**src/rtl/adc_avg_pkg.sv**
```systemverilog
// Shared constants for the ADC sample averager: FSM state encoding and default sample width.
package adc_avg_pkg;

    localparam int W_DEFAULT = 10;

    localparam logic [1:0] S_WAIT = 2'd0;
    localparam logic [1:0] S_CAP  = 2'd1;
    localparam logic [1:0] S_UPD  = 2'd2;
    localparam logic [1:0] S_OUT  = 2'd3;

endpackage

```
**src/rtl/sync_rise_detect.sv**
```systemverilog
// Two-flop synchronizer plus delay flop producing a one-cycle rising-edge pulse.
// Resetting the flops high keeps a strobe that idles high from producing an edge out of reset.
module sync_rise_detect #(
    parameter logic RST_VAL = 1'b1
) (
    input  logic clk,
    input  logic rst_n,
    input  logic i_sig,
    output logic o_rise
);

    logic r_s1;
    logic r_s2;
    logic r_s3;

    always_ff @(posedge clk) begin
        if (!rst_n) begin
            r_s1 <= RST_VAL;
            r_s2 <= RST_VAL;
            r_s3 <= RST_VAL;
        end else begin
            r_s1 <= i_sig;
            r_s2 <= r_s1;
            r_s3 <= r_s2;
        end
    end

    assign o_rise = r_s2 & ~r_s3;

endmodule

```
**src/rtl/adc_sample_averager.sv**
```systemverilog
// Captures ADC frames on the cs_n rise, rejects flagged frames and keeps a 2^LOG2N boxcar average.
//   state  | meaning
//   S_WAIT | idle, waiting for a cs_n rise
//   S_CAP  | capture data; bad frames bump err_cnt and return to S_WAIT
//   S_UPD  | slide the window: update sum, buffer slot, pointer and fill count
//   S_OUT  | publish avg; strobe avg_valid once the window is full
module adc_sample_averager
    import adc_avg_pkg::*;
#(
    parameter int W     = W_DEFAULT,
    parameter int LOG2N = 3,
    parameter int ERRW  = 8
) (
    input  logic            clk,
    input  logic            rst_n,
    input  logic            cs_n,
    input  logic [W-1:0]    data,
    input  logic            check,
    input  logic            clr,
    output logic [W-1:0]    avg,
    output logic            avg_valid,
    output logic            filled,
    output logic [ERRW-1:0] err_cnt
);

    localparam int N  = 1 << LOG2N;
    localparam int SW = W + LOG2N;
    localparam logic [LOG2N:0] FCNT_FULL = (LOG2N + 1)'(N);

    logic            w_rise;
    logic [1:0]      r_state;
    logic [1:0]      w_next;
    logic            w_cap;
    logic            w_err_inc;
    logic            w_upd;
    logic            w_out;

    logic [W-1:0]    r_smp;
    logic [W-1:0]    r_buf [N];
    logic [SW-1:0]   r_sum;
    logic [LOG2N-1:0] r_ptr;
    logic [LOG2N:0]  r_fcnt;
    logic [W-1:0]    r_avg;
    logic            r_avg_valid;
    logic            r_filled;
    logic [ERRW-1:0] r_err_cnt;

    sync_rise_detect #(.RST_VAL(1'b1)) u_cs_sync (
        .clk    (clk),
        .rst_n  (rst_n),
        .i_sig  (cs_n),
        .o_rise (w_rise)
    );

    always_ff @(posedge clk) begin
        if (!rst_n || clr) begin
            r_state <= S_WAIT;
        end else begin
            r_state <= w_next;
        end
    end

    always_comb begin
        w_next = r_state;
        case (r_state)
            S_WAIT:  if (w_rise) w_next = S_CAP;
            S_CAP:   w_next = check ? S_WAIT : S_UPD;
            S_UPD:   w_next = S_OUT;
            S_OUT:   w_next = S_WAIT;
            default: w_next = S_WAIT;
        endcase
    end

    always_comb begin
        w_cap     = (r_state == S_CAP);
        w_err_inc = w_cap & check;
        w_upd     = (r_state == S_UPD);
        w_out     = (r_state == S_OUT);
    end

    // clr wipes the window but leaves the reject count alone
    always_ff @(posedge clk) begin
        if (!rst_n) begin
            r_smp       <= '0;
            r_sum       <= '0;
            r_ptr       <= '0;
            r_fcnt      <= '0;
            r_avg       <= '0;
            r_avg_valid <= 1'b0;
            r_filled    <= 1'b0;
            r_err_cnt   <= '0;
            for (int i = 0; i < N; i++) r_buf[i] <= '0;
        end else begin
            r_avg_valid <= 1'b0;
            if (clr) begin
                r_smp    <= '0;
                r_sum    <= '0;
                r_ptr    <= '0;
                r_fcnt   <= '0;
                r_avg    <= '0;
                r_filled <= 1'b0;
                for (int i = 0; i < N; i++) r_buf[i] <= '0;
            end else begin
                if (w_cap) r_smp <= data;
                if (w_err_inc && (r_err_cnt != '1)) r_err_cnt <= r_err_cnt + 1'b1;
                if (w_upd) begin
                    r_sum        <= r_sum + SW'(r_smp) - SW'(r_buf[r_ptr]);
                    r_buf[r_ptr] <= r_smp;
                    r_ptr        <= r_ptr + 1'b1;
                    if (r_fcnt != FCNT_FULL) r_fcnt <= r_fcnt + 1'b1;
                end
                if (w_out) begin
                    r_avg       <= r_sum[SW-1:LOG2N];
                    r_avg_valid <= (r_fcnt == FCNT_FULL);
                end
                r_filled <= (r_fcnt == FCNT_FULL);
            end
        end
    end

    assign avg       = r_avg;
    assign avg_valid = r_avg_valid;
    assign filled    = r_filled;
    assign err_cnt   = r_err_cnt;

endmodule

```
**config.mk**
```make
export PLATFORM = sky130hd
export DESIGN_NAME = adc_sample_averager
export DESIGN_NICKNAME = d
export VERILOG_FILES = /design/src/rtl/adc_avg_pkg.sv /design/src/rtl/sync_rise_detect.sv /design/src/rtl/adc_sample_averager.sv
export SDC_FILE = /design/constraint.sdc
export NUM_CORES = 1
export LEC_CHECK = 0
export BUFFER_PORTS_ARGS = -buffer_cell sky130_fd_sc_hd__buf_2
export CORE_ASPECT_RATIO = 0.75
export CORE_MARGIN = 1.5
export CORE_UTILIZATION = 32
export DETAILED_ROUTE_END_ITERATION = 8
export GPL_TIMING_DRIVEN = 0
export PLACE_DENSITY_LB_ADDON = 0.15
export SLEW_MARGIN = 5
export SYNTH_ARGS = -nofsm -noshare
export SYNTH_HDL_FRONTEND = slang
export SYNTH_SLANG_ARGS = --single-unit
```
**constraint.sdc**
```tcl
create_clock -name clk -period 3.7 [get_ports clk]
set_clock_uncertainty 0.05 [all_clocks]
set_input_delay 0.74 -clock clk [delete_from_list [all_inputs] [get_ports clk]]
set_output_delay 0.74 -clock clk [all_outputs]
set_load 0.02 [all_outputs]
```
* Yosys cells after proc, flatten, opt, wreduce, memory -nomap -nowiden
Memories as Yosys holds them, arrays and structs flattened. A register that Yosys moved wholly into a read port is not among the register bits.
Cells that the tools add are included.
** Word-level totals
- Bits in latches :: 0
- Memories kept :: 1
- Bits of input ports :: 15
- Output and inout bits :: 20
- Memory bits (read-only) :: 0
- Logic and storage cells :: 72
- Memory bits (writable) :: 80
- Register bits after elaboration :: 55
** Memory list
- r_buf :: words 8, width 10, read ports 1, clocked after memory_dff 1, wr ports 8, line adc_sample_averager.sv:39 : logic [W-1:0] r_buf [N];
** Operators by class
- Shift operators :: 0
- Multiplexer cells :: 24
- Reductions and logical operators :: 9
- Bitwise operators :: 14
- Order comparisons :: 0
- Equal/unequal tests :: 7
- Multiply operators :: 0
- Add/sub/neg operators :: 5
- Div/mod/pow operators :: 0
** Operators by type and width (number)
- $mux W10 :: 9
- $add A13 B10 Y13 :: 1
- $sub A13 B10 Y13 :: 1
- $reduce_or A10 Y1 :: 1
- $mux W1 :: 9
- $mux W3 :: 3
- $add A8 B1 Y8 const B :: 1
- $ne A8 B8 Y1 const B :: 1
- $or A1 B1 Y1 :: 8
- $pmux W2 S4 :: 1
- $add A4 B1 Y4 const B :: 1
- $eq A2 B2 Y1 const B :: 2
- $eq A4 B4 Y1 const B :: 1
- $mux W2 :: 2
- $ne A4 B4 Y1 const B :: 1
- $not A1 Y1 :: 4
- $reduce_and A2 Y1 :: 2
- $add A3 B1 Y3 const B :: 1
- $reduce_or A3 Y1 :: 1
- $and A1 B1 Y1 :: 2
- $eq A2 B1 Y1 const B :: 1
- $logic_not A2 Y1 :: 1
- $ne A2 B1 Y1 const B :: 1
- $reduce_or A2 Y1 :: 1
- 3 further kinds :: 3

* Longest topological paths before layout
- Depth after elaboration :: 7
- Mapped depth :: 14
- Gate-level depth less buffers :: 13

* By module
Synthesis repeated with hierarchy kept, for this count alone.
** Unflattened totals
- Cells, all modules :: 602
- Area total of the unflattened synthesis :: 6718.9 um2
** By module, submodules not included
- adc_sample_averager :: area each 6626.4 um2, cells an instance 595, instances 1, seq. area each 3503.4 um2
- sync_rise_detect :: area each 92.6 um2, cells an instance 7, instances 1, seq. area each 60.1 um2

* Worst setup path before layout
OpenSTA, ideal clock, no wires.
- Path kind :: reg-to-reg
- Start point :: register (tool-made name)
- End point :: register r_sum[12]
- Library setup time :: 0.066 ns
- Clock period less this slack :: 3.680 ns
- Buffers on the path :: 1
- Data required time :: 3.584 ns
- Stages on the path, launching flop included :: 12
- Setup slack :: 0.020 ns
- Arrival :: 3.564 ns
- Cell sequence :: dfxtp_1 > buf_2 > mux4_2 > mux2_2 > fa_1 > fa_1 > or2b_2 > a21oi_1 > o211a_1 > mux2_4 > a21o_1 > a21oi_2
** RTL lines
- end signal: assignment :: line adc_sample_averager.sv:107 : r_sum <= r_sum + SW'(r_smp) - SW'(r_buf[r_ptr]);
- end: declaration :: line adc_sample_averager.sv:40 : logic [SW-1:0] r_sum;

==> flow_summary_export.csv <==
group,metric,value,unit
setup_path,crit_type,"flop to flop",
power,leakage,2.91,nW
global_routing,antenna_found_initial,0,
layout,drive_above_1_share,21.3,%
global_routing,busiest_layer,"met1",
setup_path,end_kind,"flop",
timing,rsz0062_at_grt,"true",
timing,slew_headroom,53.1,%
clocking,insertion_delay,420,ps
global_routing,grt_use_met3,3.50,%
die,initial_core_util,32.7,%
clocking,clock_path_buffers,2,
synthesis,synthFlopType,"edfxtp_1",
die,coreArea,20300,um^2
timing,fmax,0.271,GHz
setup_path,arrival,4000,ps
setup_path,r2r-end,"r_sum[12]",
layout,num_antenna_cells,0,
min_path,hold_class,"flop to flop",
timing,setup_viol_count_final,0,
setup_path,critPathLaunchType,"flop",
setup_path,worst-path-max-fanout,8,
placed_design,routabilityCongestion,0.783,
synthesis,yosysSeqAreaShare,53.8,%
die,ioPinCount,35,
route,drtPass1Iterations,5,
synthesis,syn-num-nets,640,
route,drtIter0Drc,327,
synthesis,avgSynthCellArea,11.1,um^2
status,status,"completed",
route,wl_per_cell,19.4,um
global_routing,grt_use_total,17.4,%
global_routing,use_met1,26.1,%
synthesis,synthCells,598,
placed_design,dp_hpwl,12300,um
route,vias_per_cell,5.12,
clocking,clk_pin_slew,60,ps
layout,nets,699,
route,vias,4749,
synthesis,synth.cell_area,6630,um^2
route,drcViolationCount,0,
die,dieArea,21600,um^2
clocking,htreeDepth,4,
die,die_width,169,um
power,powerDensity,450,nW/um^2
clocking,root_buffer,"clkbuf_16",
layout,fillCellCount,1976,
global_routing,grt_max_degree,17,
clocking,hold_buffers,0,
synthesis,synth_edf_count,80,
global_routing,grt_first_pass_wirelength,27600,um
global_routing,grt_overflow_total,0,
die,fp-row-count,45,
synthesis,async_flop_share,0,%
synthesis,ys_warn_count,0,
clocking,cts_tree,"built",
route,wirelength,18000,um
timing,finalWorstPathRequiredPeriod,3690,ps
timing,finalCritPeriodShare,99.8,%
layout,synthToLayoutAreaGrowth,20.1,%
setup_path,rrSetupSlack,6,ps
power,ir_drop,0.244,mV
timing,slew_violations,0,
synthesis,synthDistinctLibCells,51,
layout,fin_util,39.3,%
die,die_y,128,um
timing,hold_violations,0,
global_routing,first_global_vias,4729,
setup_path,crit_path_end,"r_sum[12]",
placed_design,io_buffer_count,34,
synthesis,ys_seq_elements,138,
run,cap_violations,0,
power,finalPower,3.58,mW
timing,tightest_slew,703,ps
clocking,cts.sinks,138,
clocking,cts_buffers,17,
route,postRouteAntennaNets,0,
setup_path,cp.required,4010,ps
global_routing,grtUsageMet2,25.6,%
setup_path,rr_worst_depth,13,
power breakdown:
part | switching (mW) | internal (mW)
clock network | 0.655 | 1.11
logic | 0.0879 | 0.0641
registers | 0.0102 | 1.66
cells in the mapped netlist (2+ instances only):
library cell | n | area share, %
clkinv_1 | 9 | 0.51
nand3b_1 | 2 | 0.23
a21oi_1 | 38 | 2.9
dfxtp_1 | 58 | 18
a22o_1 | 2 | 0.26
or2_2 | 8 | 0.76
edfxtp_1 | 80 | 36
xnor2_1 | 11 | 1.5
nor4_1 | 19 | 1.8
buf_2 | 5 | 0.38
nor3_1 | 59 | 4.5
nor2b_1 | 3 | 0.28
xor2_1 | 7 | 0.93
o21ai_0 | 6 | 0.45
a31oi_1 | 2 | 0.19
mux2_2 | 10 | 1.7
a21o_1 | 7 | 0.79
inv_1 | 37 | 2.1
and2_1 | 17 | 1.6
nor2_1 | 22 | 1.2
clkbuf_1 | 27 | 1.5
buf_1 | 3 | 0.17
nand4_1 | 6 | 0.57
buf_6 | 3 | 0.51
or3_1 | 2 | 0.19
fa_1 | 10 | 3.0
mux4_2 | 20 | 6.8
and3_1 | 3 | 0.28
ha_1 | 17 | 3.2
nand2b_1 | 10 | 0.94
nand3_1 | 7 | 0.53
nand2_1 | 69 | 3.9
routing by layer:
metal | wire, um | share of wire, %
met5 | 0 | 0
met4 | 194 | 1.1
met3 | 664 | 3.7
met2 | 7860 | 44
met1 | 9310 | 52
worst max-delay path, cell delays in order, from the launching register on:
cell,delay (ps)
dfxtp_4,380
buf_12,140
buf_4,130
mux4_2,580
mux2_4,310
fa_1,490
inv_1,70
ha_4,280
o211ai_1,140
a21oi_4,200
o211a_1,240
mux2_4,320
a21o_1,190
a21oi_2,100
state kept, by name (all words and copies together) (netlist names), named ones only:
signal,flops
u_cs_sync.r_s1,1
filled,1
r_fcnt,4
r_smp,10
u_cs_sync.r_s2,1
r_ptr,3
avg_valid,1
r_state,1
u_cs_sync.r_s3,1
avg,10
r_buf,80
r_sum,13
err_cnt,8
kinds of logic after synthesis:
kind of cell    synth area share (%)
compound gates                  5.91
xor+xnor                        2.38
fa+ha+maj                       6.23
buf+inv                         5.19
flops                           53.8
mux                             8.87
simple gates                    17.6
metrics by stage:
step	instance area, um^2	setup slack [ps]	setup TNS (ps)	instances	hold slack (ps)
floorplan	6630	20.0	0	598	336
global placement	7120	-479	-1620	890	351
detailed placement	7120	-495	-1710	890	347
CTS	7870	10.7	0	926	368
global route	7960	-81.1	-84.9	928	392
finish	7960	6.39	0	928	366
area by class of cell:
cell class	instances	area, um^2	area share, %
sequential	138	3570	44.8
buffer	37	200	2.52
clock buffer	25	551	6.92
clock inverter	7	72.6	0.912
tap	258	323	4.06
inverter	46	173	2.17
timing repair buffer	41	223	2.80
multi-input combinational	376	2850	35.8
worst min-delay path by stage:
stage | from | to | slack [ps] | depth (start not counted)
after global routing | u_cs_sync.r_s1 | u_cs_sync.r_s2 | 390 | 1
after global placement | u_cs_sync.r_s1 | u_cs_sync.r_s2 | 350 | 1
final | u_cs_sync.r_s1 | u_cs_sync.r_s2 | 370 | 1
after CTS | u_cs_sync.r_s1 | u_cs_sync.r_s2 | 370 | 1
after detailed placement | u_cs_sync.r_s1 | u_cs_sync.r_s2 | 350 | 1
after floorplan | u_cs_sync.r_s1 | u_cs_sync.r_s2 | 340 | 1
cell usage in the layout (no fill, tap or decap), types with 5 or more instances in the layout:
cell	instances
mux2_4	5
fa_1	9
mux4_2	20
clkinv_1	9
buf_4	7
ha_4	6
mux2_2	6
buf_2	37
nor2_1	22
a21oi_1	35
and2_1	17
nor3_1	59
dfxtp_1	57
nand3_1	7
nand2b_1	10
o21ai_0	5
nor4_1	19
clkbuf_16	20
ha_1	11
xor2_1	7
clkbuf_1	26
nand4_1	6
inv_1	35
edfxtp_1	80
a21o_1	7
or2_2	8
nand2_1	69
xnor2_1	11
timing repair:
item / 4_1_cts / 5_1_grt
setup endpoints to repair: 8 / 5
setup buffers: 4 / 3
resized for setup: 27 / 11
pin swaps: 6 / 8
hold endpoints to repair: 0 / 0
(Power assumes the default switching activity.)
